**src/rtl/tx_sched_arbiter_pkg.sv**
```systemverilog
// Shared TX scheduler definitions: command width, header encodings and arbiter FSM states.
package tx_sched_arbiter_pkg;

    localparam int unsigned TX_CMD_BITS = 8;

    localparam logic [1:0] TX_HEADER_WRITE = 2'b00;
    localparam logic [1:0] TX_HEADER_READ  = 2'b01;
    localparam logic [1:0] TX_HEADER_RESP  = 2'b10;

    typedef enum logic [0:0] {
        StIdle  = 1'b0,
        StIssue = 1'b1
    } arb_state_e;

endpackage

```
**src/rtl/tx_sched_arbiter_if.sv**
```systemverilog
// Bundle of request, TX command, RX attribution and status signals around the arbiter.
interface tx_sched_arbiter_if
    import tx_sched_arbiter_pkg::*;
#(
    parameter int unsigned NUM_CH          = 2,
    parameter int unsigned MAX_OUTSTANDING = 2,
    parameter int unsigned CMD_BITS        = TX_CMD_BITS
);
    localparam int unsigned OWNER_W = $clog2(NUM_CH);
    localparam int unsigned CNT_W   = $clog2(MAX_OUTSTANDING + 1);

    logic [NUM_CH-1:0]          req_valid;
    logic [NUM_CH*CMD_BITS-1:0] req_cmd;
    logic [NUM_CH-1:0]          req_reply_wanted;
    logic [NUM_CH-1:0]          req_reserve;
    logic [NUM_CH-1:0]          req_started;
    logic                       tx_command_valid;
    logic [CMD_BITS-1:0]        tx_command;
    logic                       tx_command_started;
    logic                       rx_started;
    logic                       rx_done;
    logic [OWNER_W-1:0]         rx_owner;
    logic                       rx_owner_valid;
    logic                       rx_orphan;
    logic [CNT_W-1:0]           outstanding;
    logic                       full;

    modport master (
        output req_valid, req_cmd, req_reply_wanted, req_reserve,
        output tx_command_started, rx_started, rx_done,
        input  req_started, tx_command_valid, tx_command,
        input  rx_owner, rx_owner_valid, rx_orphan, outstanding, full
    );

    modport slave (
        input  req_valid, req_cmd, req_reply_wanted, req_reserve,
        input  tx_command_started, rx_started, rx_done,
        output req_started, tx_command_valid, tx_command,
        output rx_owner, rx_owner_valid, rx_orphan, outstanding, full
    );

endinterface

```
**src/rtl/tx_reply_fifo.sv**
```systemverilog
// Issue-order FIFO of channel ids for reads awaiting an RX reply; push and pop may coincide.
module tx_reply_fifo #(
    parameter int unsigned Depth = 2,
    parameter int unsigned Width = 1,
    localparam int unsigned CntW = $clog2(Depth + 1)
) (
    input  logic             clk,
    input  logic             reset,
    input  logic             push,
    input  logic [Width-1:0] push_data,
    input  logic             pop,
    output logic [Width-1:0] head,
    output logic [CntW-1:0]  count,
    output logic             empty,
    output logic             full
);
    localparam int unsigned PtrW = (Depth > 1) ? $clog2(Depth) : 1;

    logic [Width-1:0] mem_q [Depth];
    logic [PtrW-1:0]  wr_ptr_q, rd_ptr_q;
    logic [CntW-1:0]  count_q;
    logic             do_push, do_pop;

    function automatic logic [PtrW-1:0] ptr_next(input logic [PtrW-1:0] p);
        return (p == PtrW'(Depth - 1)) ? '0 : p + 1'b1;
    endfunction

    assign empty   = (count_q == '0);
    assign full    = (count_q == CntW'(Depth));
    assign count   = count_q;
    assign head    = mem_q[rd_ptr_q];
    // A full FIFO still accepts a push when the head leaves in the same cycle.
    assign do_push = push && (!full || pop);
    assign do_pop  = pop && !empty;

    always_ff @(posedge clk) begin
        if (do_push) begin
            mem_q[wr_ptr_q] <= push_data;
        end
    end

    always_ff @(posedge clk) begin
        if (reset) begin
            wr_ptr_q <= '0;
            rd_ptr_q <= '0;
            count_q  <= '0;
        end else begin
            if (do_push) begin
                wr_ptr_q <= ptr_next(wr_ptr_q);
            end
            if (do_pop) begin
                rd_ptr_q <= ptr_next(rd_ptr_q);
            end
            count_q <= count_q + CntW'(do_push) - CntW'(do_pop);
        end
    end

endmodule

```
**src/rtl/tx_sched_arbiter.sv**
```systemverilog
// Round-robin arbiter of per-channel TX commands with optional path lock and in-order
// attribution of RX replies to the channel that issued the read.
module tx_sched_arbiter
    import tx_sched_arbiter_pkg::*;
#(
    parameter int unsigned NUM_CH          = 2,
    parameter int unsigned MAX_OUTSTANDING = 2,
    parameter int unsigned CMD_BITS        = TX_CMD_BITS
) (
    input logic               clk,
    input logic               reset,
    tx_sched_arbiter_if.slave bus
);
    localparam int unsigned OwnerW = $clog2(NUM_CH);
    localparam int unsigned CntW   = $clog2(MAX_OUTSTANDING + 1);

    arb_state_e        state_q, state_d;
    logic [OwnerW-1:0] grant_q, grant_d;
    logic [OwnerW-1:0] rr_ptr_q, rr_ptr_d;
    logic [OwnerW-1:0] lock_owner_q, lock_owner_d;
    logic              lock_active_q, lock_active_d;
    logic [OwnerW-1:0] rx_owner_q, rx_owner_d;
    logic              rx_owner_valid_q, rx_owner_valid_d;

    logic [NUM_CH-1:0] eligible;
    logic [OwnerW-1:0] pick, idx;
    logic              found;
    logic              issue_done, push, pop;
    logic [OwnerW-1:0] fifo_head;
    logic [CntW-1:0]   fifo_count;
    logic              fifo_empty, fifo_full;

    always_comb begin
        for (int unsigned i = 0; i < NUM_CH; i++) begin
            eligible[i] = bus.req_valid[i] && !(bus.req_reply_wanted[i] && fifo_full) &&
                          (!lock_active_q || lock_owner_q == OwnerW'(i));
        end
    end

    // Search starts one past the last grant so every channel gets a turn.
    always_comb begin
        found = 1'b0;
        pick  = '0;
        idx   = '0;
        for (int unsigned off = 1; off <= NUM_CH; off++) begin
            idx = OwnerW'((32'(rr_ptr_q) + off) % NUM_CH);
            if (!found && eligible[idx]) begin
                found = 1'b1;
                pick  = idx;
            end
        end
    end

    assign issue_done = (state_q == StIssue) && bus.tx_command_started;
    assign push       = issue_done && bus.req_reply_wanted[grant_q];
    assign pop        = bus.rx_started && !fifo_empty;

    always_comb begin
        state_d  = state_q;
        grant_d  = grant_q;
        rr_ptr_d = rr_ptr_q;
        unique case (state_q)
            StIdle: begin
                if (found) begin
                    state_d  = StIssue;
                    grant_d  = pick;
                    rr_ptr_d = pick;
                end
            end
            StIssue: begin
                if (bus.tx_command_started) begin
                    state_d = StIdle;
                end
            end
            default: state_d = StIdle;
        endcase
    end

    always_comb begin
        bus.tx_command_valid = (state_q == StIssue);
        bus.tx_command       = '0;
        bus.req_started      = '0;
        for (int unsigned i = 0; i < NUM_CH; i++) begin
            if (grant_q == OwnerW'(i)) begin
                bus.tx_command = bus.req_cmd[i*CMD_BITS +: CMD_BITS];
            end
        end
        if (issue_done) begin
            bus.req_started[grant_q] = 1'b1;
        end
    end

    // A fresh reservation wins over the release of the previous one.
    always_comb begin
        lock_active_d = lock_active_q;
        lock_owner_d  = lock_owner_q;
        if (lock_active_q && !bus.req_reserve[lock_owner_q]) begin
            lock_active_d = 1'b0;
        end
        if (issue_done && bus.req_reserve[grant_q]) begin
            lock_active_d = 1'b1;
            lock_owner_d  = grant_q;
        end
    end

    // rx_done closes the old message, so a coincident pop leaves the owner valid.
    always_comb begin
        rx_owner_d       = rx_owner_q;
        rx_owner_valid_d = rx_owner_valid_q;
        if (bus.rx_done) begin
            rx_owner_valid_d = 1'b0;
        end
        if (pop) begin
            rx_owner_d       = fifo_head;
            rx_owner_valid_d = 1'b1;
        end
    end

    always_ff @(posedge clk) begin
        if (reset) begin
            state_q          <= StIdle;
            grant_q          <= '0;
            rr_ptr_q         <= OwnerW'(NUM_CH - 1);
            lock_active_q    <= 1'b0;
            lock_owner_q     <= '0;
            rx_owner_q       <= '0;
            rx_owner_valid_q <= 1'b0;
        end else begin
            state_q          <= state_d;
            grant_q          <= grant_d;
            rr_ptr_q         <= rr_ptr_d;
            lock_active_q    <= lock_active_d;
            lock_owner_q     <= lock_owner_d;
            rx_owner_q       <= rx_owner_d;
            rx_owner_valid_q <= rx_owner_valid_d;
        end
    end

    tx_reply_fifo #(
        .Depth(MAX_OUTSTANDING),
        .Width(OwnerW)
    ) u_reply_fifo (
        .clk      (clk),
        .reset    (reset),
        .push     (push),
        .push_data(grant_q),
        .pop      (pop),
        .head     (fifo_head),
        .count    (fifo_count),
        .empty    (fifo_empty),
        .full     (fifo_full)
    );

    assign bus.rx_owner       = rx_owner_q;
    assign bus.rx_owner_valid = rx_owner_valid_q;
    assign bus.rx_orphan      = bus.rx_started && fifo_empty;
    assign bus.outstanding    = fifo_count;
    assign bus.full           = fifo_full;

endmodule

```
**src/flat_wrapper.sv**
```systemverilog
// flat-port wrapper written by rule: the top's interface ports become plain ports
module tx_sched_arbiter_flat import tx_sched_arbiter_pkg::*;
#(
    parameter int unsigned NUM_CH          = 2,
    parameter int unsigned MAX_OUTSTANDING = 2,
    parameter int unsigned CMD_BITS        = TX_CMD_BITS
)
  (clk, reset, bus_req_valid, bus_req_cmd, bus_req_reply_wanted, bus_req_reserve, bus_tx_command_started, bus_rx_started, bus_rx_done, bus_req_started, bus_tx_command_valid, bus_tx_command, bus_rx_owner, bus_rx_owner_valid, bus_rx_orphan, bus_outstanding, bus_full);
  tx_sched_arbiter_if #(.NUM_CH(NUM_CH), .MAX_OUTSTANDING(MAX_OUTSTANDING), .CMD_BITS(CMD_BITS)) bus_i ();
  input logic clk;
  input logic reset;
  input wire logic [$bits(bus_i.req_valid)-1:0] bus_req_valid;
  input wire logic [$bits(bus_i.req_cmd)-1:0] bus_req_cmd;
  input wire logic [$bits(bus_i.req_reply_wanted)-1:0] bus_req_reply_wanted;
  input wire logic [$bits(bus_i.req_reserve)-1:0] bus_req_reserve;
  input wire logic [$bits(bus_i.tx_command_started)-1:0] bus_tx_command_started;
  input wire logic [$bits(bus_i.rx_started)-1:0] bus_rx_started;
  input wire logic [$bits(bus_i.rx_done)-1:0] bus_rx_done;
  output wire logic [$bits(bus_i.req_started)-1:0] bus_req_started;
  output wire logic [$bits(bus_i.tx_command_valid)-1:0] bus_tx_command_valid;
  output wire logic [$bits(bus_i.tx_command)-1:0] bus_tx_command;
  output wire logic [$bits(bus_i.rx_owner)-1:0] bus_rx_owner;
  output wire logic [$bits(bus_i.rx_owner_valid)-1:0] bus_rx_owner_valid;
  output wire logic [$bits(bus_i.rx_orphan)-1:0] bus_rx_orphan;
  output wire logic [$bits(bus_i.outstanding)-1:0] bus_outstanding;
  output wire logic [$bits(bus_i.full)-1:0] bus_full;
  assign bus_i.req_valid = bus_req_valid;
  assign bus_i.req_cmd = bus_req_cmd;
  assign bus_i.req_reply_wanted = bus_req_reply_wanted;
  assign bus_i.req_reserve = bus_req_reserve;
  assign bus_i.tx_command_started = bus_tx_command_started;
  assign bus_i.rx_started = bus_rx_started;
  assign bus_i.rx_done = bus_rx_done;
  assign bus_req_started = bus_i.req_started;
  assign bus_tx_command_valid = bus_i.tx_command_valid;
  assign bus_tx_command = bus_i.tx_command;
  assign bus_rx_owner = bus_i.rx_owner;
  assign bus_rx_owner_valid = bus_i.rx_owner_valid;
  assign bus_rx_orphan = bus_i.rx_orphan;
  assign bus_outstanding = bus_i.outstanding;
  assign bus_full = bus_i.full;
  tx_sched_arbiter #(.NUM_CH(NUM_CH), .MAX_OUTSTANDING(MAX_OUTSTANDING), .CMD_BITS(CMD_BITS)) u_core (.clk(clk), .reset(reset), .bus(bus_i));
endmodule
```
**config.mk**
```make
export PLATFORM = sky130hd
export DESIGN_NAME = tx_sched_arbiter_flat
export DESIGN_NICKNAME = d
export VERILOG_FILES = /design/src/rtl/tx_sched_arbiter_pkg.sv /design/src/rtl/tx_sched_arbiter_if.sv /design/src/rtl/tx_reply_fifo.sv /design/src/rtl/tx_sched_arbiter.sv /design/src/flat_wrapper.sv
export SDC_FILE = /design/constraint.sdc
export NUM_CORES = 1
export LEC_CHECK = 0
export CORE_MARGIN = 8
export CORE_UTILIZATION = 39
export CTS_BUF_LIST = sky130_fd_sc_hd__clkbuf_16
export CTS_CLUSTER_SIZE = 8
export DETAILED_ROUTE_END_ITERATION = 8
export MAX_ROUTING_LAYER = met4
export PLACE_DENSITY = 0.92
export SETUP_SLACK_MARGIN = 0.1
export SKIP_LAST_GASP = 1
export SLEW_MARGIN = 25
export SYNTH_ARGS = -nofsm -noshare
export SYNTH_HDL_FRONTEND = slang
export SYNTH_SLANG_ARGS = --single-unit
```
**constraint.sdc**
```tcl
create_clock -name clk -period 5.75 [get_ports clk]
set_input_delay 0.575 -clock clk [delete_from_list [all_inputs] [get_ports clk]]
set_output_delay 0.575 -clock clk [all_outputs]
set_load 0.01 [all_outputs]
```
Word level (Yosys, flattened, before mapping)

Memories as Yosys holds them, arrays and structs flattened. A register that Yosys moved wholly into a read port is not among the register bits.
Cells that the tools add are included.

Bits in registers: 10
Memory bits (writable): 2
Bits of input ports: 27
Output and inout bits: 17
Word-level logic and storage cells: 83
Memories kept: 1

Memory list:

| name                      | depth | width | read ports | clocked after memory_dff | wr ports | line                | RTL |
|---|---|---|---|---|---|---|---|
| u_core.u_reply_fifo.mem_q | 2     | 1     | 1          | 1                        | 1        | tx_reply_fifo.sv:19 | `logic [Width-1:0] mem_q [Depth];` |

Add/sub/neg operators: 6
Magnitude comparators: 5
Equality and inequality tests: 1
Mux-type cells: 29
Bitwise operators: 2
Reductions and logical operators: 30

Operator list:

| cell                                                        | number |
|---|---|
| 2-to-1 mux 1 bit                                            | 25 |
| logical AND 1 bit                                           | 16 |
| less-than comparator 1 x 2 -> 1 bit (second input constant) | 4 |
| 2-to-1 mux 8 bit                                            | 1 |
| zero test 1 bit                                             | 7 |
| adder 1 bit (second input constant)                         | 4 |
| nonzero test 2 bit                                          | 2 |
| logical OR 1 bit                                            | 3 |
| adder 2 x 1 -> 2 bit                                        | 1 |
| == test 2 bit (second input constant)                       | 1 |
| zero test 2 bit                                             | 1 |
| 2-to-1 mux 2 bit                                            | 1 |
| NOT 1 bit                                                   | 2 |
| case mux 1 bit (2 select lines)                             | 1 |
| AND reduction 2 bit                                         | 1 |
| subtractor 2 x 1 -> 2 bit                                   | 1 |
| demux 1 bit (select 1 bit)                                  | 1 |
| >= comparator 1 bit (second input constant)                 | 1 |

Logic depth before layout (Yosys ltp)

Depth in word-level cells: 13
Depth in mapped cells: 10

Cells and area by module

From an unflattened synthesis, not the netlist that was laid out.

Cell total of the unflattened synthesis: 82
Area total of the unflattened synthesis: 768.2 µm²

By module, submodules not included:

| module           | instances | cells each | area an instance (µm²) | sequential area each (µm²) |
|---|---|---|---|---|
| tx_sched_arbiter | 1         | 52         | 446.7                  | 140.1 |
| tx_reply_fifo    | 1         | 30         | 321.6                  | 160.2 |

Worst setup path after synthesis

Ideal clock, no wire load.

Kind: input to register
Start: input port bus_tx_command_started
End: register u_core.u_reply_fifo.count_q[1] (netlist: u_core.u_reply_fifo.count[1])
Setup time: 0.115 ns
Arrival: 1.870 ns
Required time: 5.635 ns
Setup slack: 3.766 ns
Cell stages on the path: 9
Path buffers: 0
Cell sequence: nand2_1 nor3_1 inv_1 ha_1 inv_1 ha_1 xor2_1 xnor2_1 nor2_1

Word-level cells in the longest chain between the ends: 5

Ends and longest elaborated chain:

| item                      | line                   | RTL |
|---|---|---|
| start: declaration        | flat_wrapper.sv:16     | `input wire logic [$bits(bus_i.tx_command_started)-1:0] bus_tx_command_started;` |
| logical AND 1 bit         | tx_sched_arbiter.sv:54 | `assign issue_done = (state_q == StIssue) && bus.tx_command_started;` |
| logical AND 1 bit         | tx_sched_arbiter.sv:55 | `assign push = issue_done && bus.req_reply_wanted[grant_q];` |
| logical AND 1 bit         | tx_reply_fifo.sv:33    | `assign do_push = push && (!full \|\| pop);` |
| adder 2 x 1 -> 2 bit      | tx_reply_fifo.sv:54    | `count_q <= count_q + CntW'(do_push) - CntW'(do_pop);` |
| subtractor 2 x 1 -> 2 bit | tx_reply_fifo.sv:54    |  |
| end signal: assignment    | tx_reply_fifo.sv:54    |  |
| end: declaration          | tx_reply_fifo.sv:21    | `logic [CntW-1:0] count_q;` |

Every way passes these cells.
A chain may end at the register's enable or synchronous reset.

Final worst setup path

Start: input port bus_tx_command_started
End: output port bus_req_started[0]

Word-level cells in the longest chain between the ends: 2

Ends and longest elaborated chain:

| item              | line                   | RTL |
|---|---|---|
| logical AND 1 bit | tx_sched_arbiter.sv:54 |  |
| 2-to-1 mux 2 bit  | tx_sched_arbiter.sv:88 | `if (issue_done) begin` |
| end: declaration  | flat_wrapper.sv:19     | `output wire logic [$bits(bus_i.req_started)-1:0] bus_req_started;` |

Every way passes these cells.

==> out/metrics.yaml <==
cts:
  post-cts-setup-buffers: 0
  tritoncts: "done"
  numClockSinks: 13
  cts_buffer_depth: 2
  cts_root_buf: "sky130_fd_sc_hd__clkbuf_16"
  worst_setup_hold_path_clk_slew_ps: 40
  maximum_level_of_the_cts_h_tree: 1
  cts-buffers-inserted: 3
  worst_skew_pair.late_latency_ps: 240
  holdBufCountCts: 0
  cts.repair.resized: 0
status:
  outcome: "complete, no violations"
synth:
  ys_warn_count: 0
  post_synth_inst_count: 78
  yosys.cell_types.count: 29
  syn-num-nets: 107
  netlist_area_um2: 741
  seq_area_frac_synth: 0.378
  avgSynthCellArea_um2: 9.50
  postSynthRegisterBits: 13
cells_and_area:
  area_growth_pct: 69.4
  finish.net_count: 152
  layout-drive-gt1-share: 0.115
  final_cell_area_um2: 1250
  antennaDiodeCount: 0
timing:
  worst_pin_slew_ps: 615
  final.setup.tns_ps: 0
  final.setup_skew_ps: 2.68
  post_route_fraction_of_the_period_consumed_by_the_critical_path: 0.434
  slew_viol_final: 0
  setup_viol_count_final: 0
  max_freq_ghz: 0.400
  hold_vio_cnt_final: 0
  final.min_clock_period_ps: 2500
  worst_hold_slack_ps: 504
  unrepaired_setup_endpoints_after_global_routing: "false"
  worst_slew_margin_rel: 0.590
global_routing:
  largest_net_degree_at_the_start_of_global_routing: 17
  number_of_global_route_vias_before_repair: 811
  grt.total_usage: 0.139
  grt_remaining_overflow: 0
  antenna_found_initial: 0
  grt_first_pass_wirelength_mm: 3.64
power_and_ir_drop:
  power.switching_fraction: 0.266
  combPwrFrac: 0.318
  power_density_over_cell_area_nw_per_um2: 303
  power.share.sequential: 0.339
  power.ir.vdd_worst_uv: 205
  power.leakage_nw: 0.494
  p_clk_frac: 0.343
  p_total_mw: 0.381
  switching_power_mw: 0.101
  power.internal_mw: 0.280
die:
  boundary_pin_count: 44
  floorplan.core_area_um2: 1760
  floorplan.initialDensity: 0.420
  die_h_um: 59.6
  die_w_um: 59.6
  fp-row-count: 15
  die_area_um2: 3550
critical_path:
  r2r_start: "u_core.grant_q"
  start_kind: "input port"
  worst_path_max_delay_cell: "sky130_fd_sc_hd__clkdlybuf4s50_1"
  critical_path.endpoint_type: "primary output"
  critical_path.endpoint: "bus_req_started[0]"
  critPathRequiredTime_ps: 5180
  critical_path_source: "bus_tx_command_started"
  cp_slowest_stage_delay_ps: 570
  cp_data_arrival_time_ps: 1920
  timing.reg2reg.setup_slack_ps: 3480
  cp_common_cell: "sky130_fd_sc_hd__clkdlybuf4s50_1"
  critical_path_peak_fanout: 4
  critical_path.cell_chain: "clkdlybuf4s50_1, nand2_1, nor2_1, clkdlybuf4s50_1"
  regToRegEndpoint: "u_core.u_reply_fifo.count[1]"
  setup.worst_path.class: "in -> out"
  reg2regPathDepth: 9
routing:
  remaining_drc_errors: 0
  initialDrtViolationCount: 9
  post_drt_wl_per_cell_um: 14.5
  ant_nets: 0
  final_routed_wirelength_mm: 2.14
  via_count: 729
  post_drt_via_cell_ratio: 4.96
  dr.pass1.iters: 4
placed_design:
  dp.final_hpwl_mm: 1.69
  placement.io_buffers: 43
  postPlaceCellArea_um2: 1170
  gp_congestion: 0.795
hold_path:
  worstHoldPathType: "reg -> reg"
flow_run:
  timing.max_cap.violations: 0
==> sequential cells by signal (all words and copies together), names as in the netlist <==
register / cells
u_core.bus.rx_owner: 1
u_core.bus.rx_owner_valid: 1
u_core.u_reply_fifo.wr_ptr_q: 1
u_core.grant_q: 1
u_core.u_reply_fifo.mem_q: 2
u_core.lock_active_q: 1
u_core.u_reply_fifo.count: 2
u_core.lock_owner_q: 1
u_core.rr_ptr_q: 1
u_core.bus.tx_command_valid: 1
u_core.u_reply_fifo.rd_ptr_q: 1
==> cell usage after synthesis <==
library cell | n | share of area
sky130_fd_sc_hd__edfxtp_1 | 2 | 0.081
sky130_fd_sc_hd__o311ai_0 | 1 | 0.012
sky130_fd_sc_hd__xnor2_1 | 3 | 0.035
sky130_fd_sc_hd__and3_1 | 2 | 0.017
sky130_fd_sc_hd__nand2_1 | 4 | 0.020
sky130_fd_sc_hd__or3b_1 | 1 | 0.012
sky130_fd_sc_hd__a21oi_1 | 4 | 0.027
sky130_fd_sc_hd__a221o_1 | 1 | 0.014
sky130_fd_sc_hd__nand3b_1 | 1 | 0.010
sky130_fd_sc_hd__nor3_1 | 1 | 0.0068
sky130_fd_sc_hd__nor2_1 | 9 | 0.046
sky130_fd_sc_hd__o21ai_0 | 3 | 0.020
sky130_fd_sc_hd__mux2_2 | 9 | 0.14
sky130_fd_sc_hd__nand3_1 | 2 | 0.014
sky130_fd_sc_hd__and2_1 | 1 | 0.0085
sky130_fd_sc_hd__buf_2 | 1 | 0.0068
sky130_fd_sc_hd__a211oi_1 | 1 | 0.010
sky130_fd_sc_hd__dfxtp_1 | 11 | 0.30
sky130_fd_sc_hd__xor2_1 | 1 | 0.012
sky130_fd_sc_hd__nor3b_1 | 2 | 0.020
sky130_fd_sc_hd__nor2b_4 | 1 | 0.019
sky130_fd_sc_hd__nand4_1 | 1 | 0.0085
sky130_fd_sc_hd__o21a_1 | 1 | 0.010
sky130_fd_sc_hd__inv_1 | 6 | 0.030
sky130_fd_sc_hd__o211a_1 | 1 | 0.014
sky130_fd_sc_hd__nor2b_1 | 1 | 0.0085
sky130_fd_sc_hd__buf_6 | 2 | 0.030
sky130_fd_sc_hd__mux2i_1 | 3 | 0.041
sky130_fd_sc_hd__ha_1 | 2 | 0.034
==> per-layer routing <==
metal	vias up	part of all wire	global-route usage
li1	357	-	-
met5	-	0	-
met1	329	0.41	0.146
met2	41	0.46	0.210
met3	2	0.13	0.0889
met4	0	0.0065	0.0408
==> critical path, delay by kind of cell <==
family / cells / cell delay, ps
buffers and inverters: 2 / 1080
and+or+nand+nor: 2 / 270
==> cell type report <==
| cell class | instances | area [µm²] |
|---|---|---|
| clock buffer | 3 | 75.1 |
| clock inverter | 1 | 5.00 |
| fill | 135 | 509 |
| inverter | 6 | 22.5 |
| multi-input combinational | 56 | 410 |
| sequential | 13 | 280 |
| tap | 25 | 31.3 |
| timing repair buffer | 43 | 430 |
==> power groups by stage <==
stage                     combinational (mW)  sequential, mW  clock, mW
after global placement                 0.119           0.129          0
after CTS                              0.123           0.129      0.133
final                                  0.121           0.129      0.131
after detailed placement               0.121           0.130          0
after global routing                   0.132           0.133      0.138
after floorplan                       0.0610           0.128          0
==> cells by family (layout without fill, tap and decap cells) <==
group                    count (synthesis)  count (layout)  share of synthesized area
adder cells (fa/ha/maj)                  2               2                     0.0338
XOR/XNOR                                 4               4                     0.0473
flip-flops                              13              13                      0.378
AND/OR/NAND/NOR                         26              26                      0.189
buffers and inverters                    9              53                     0.0676
multiplexers                            12              12                      0.177
AO/OA/AOI/OAI                           12              12                      0.106
==> stage by stage <==
stage | utilization | setup slack [ps] | cells
finish | 0.711 | 3250 | 147
global placement | 0.666 | 3170 | 143
global route | 0.711 | 3140 | 147
CTS | 0.711 | 3230 | 147
floorplan | - | 3770 | 78
detailed placement | 0.666 | 3070 | 143
==> worst min-delay path by stage <==
stage | cells after the start | slack (ps) | end | from
after floorplan | 0 | 420 | u_core.u_reply_fifo.mem_q[0] | u_core.grant_q
after CTS | 2 | 510 | u_core.bus.rx_owner_valid | u_core.bus.rx_owner_valid
after detailed placement | 2 | 490 | u_core.bus.rx_owner_valid | u_core.bus.rx_owner_valid
after global placement | 2 | 470 | u_core.bus.rx_owner_valid | u_core.bus.rx_owner_valid
after global routing | 2 | 540 | u_core.bus.rx_owner_valid | u_core.bus.rx_owner_valid
final | 2 | 500 | u_core.bus.rx_owner_valid | u_core.bus.rx_owner_valid
==> layout by cell type (no fill, tap or decap), types with 2 or more instances in the layout <==
cell type / instances
sky130_fd_sc_hd__a21oi_1: 4
sky130_fd_sc_hd__o21ai_0: 3
sky130_fd_sc_hd__inv_1: 6
sky130_fd_sc_hd__nand2_1: 4
sky130_fd_sc_hd__clkdlybuf4s50_1: 43
sky130_fd_sc_hd__dfxtp_1: 11
sky130_fd_sc_hd__nand3_1: 2
sky130_fd_sc_hd__xnor2_1: 3
sky130_fd_sc_hd__edfxtp_1: 2
sky130_fd_sc_hd__mux2_2: 9
sky130_fd_sc_hd__ha_1: 2
sky130_fd_sc_hd__nor2_1: 9
sky130_fd_sc_hd__mux2i_1: 3
sky130_fd_sc_hd__nor3b_1: 2
sky130_fd_sc_hd__and3_1: 2
sky130_fd_sc_hd__clkbuf_16: 3
No activity file was read; power rests on OpenSTA's default activity.
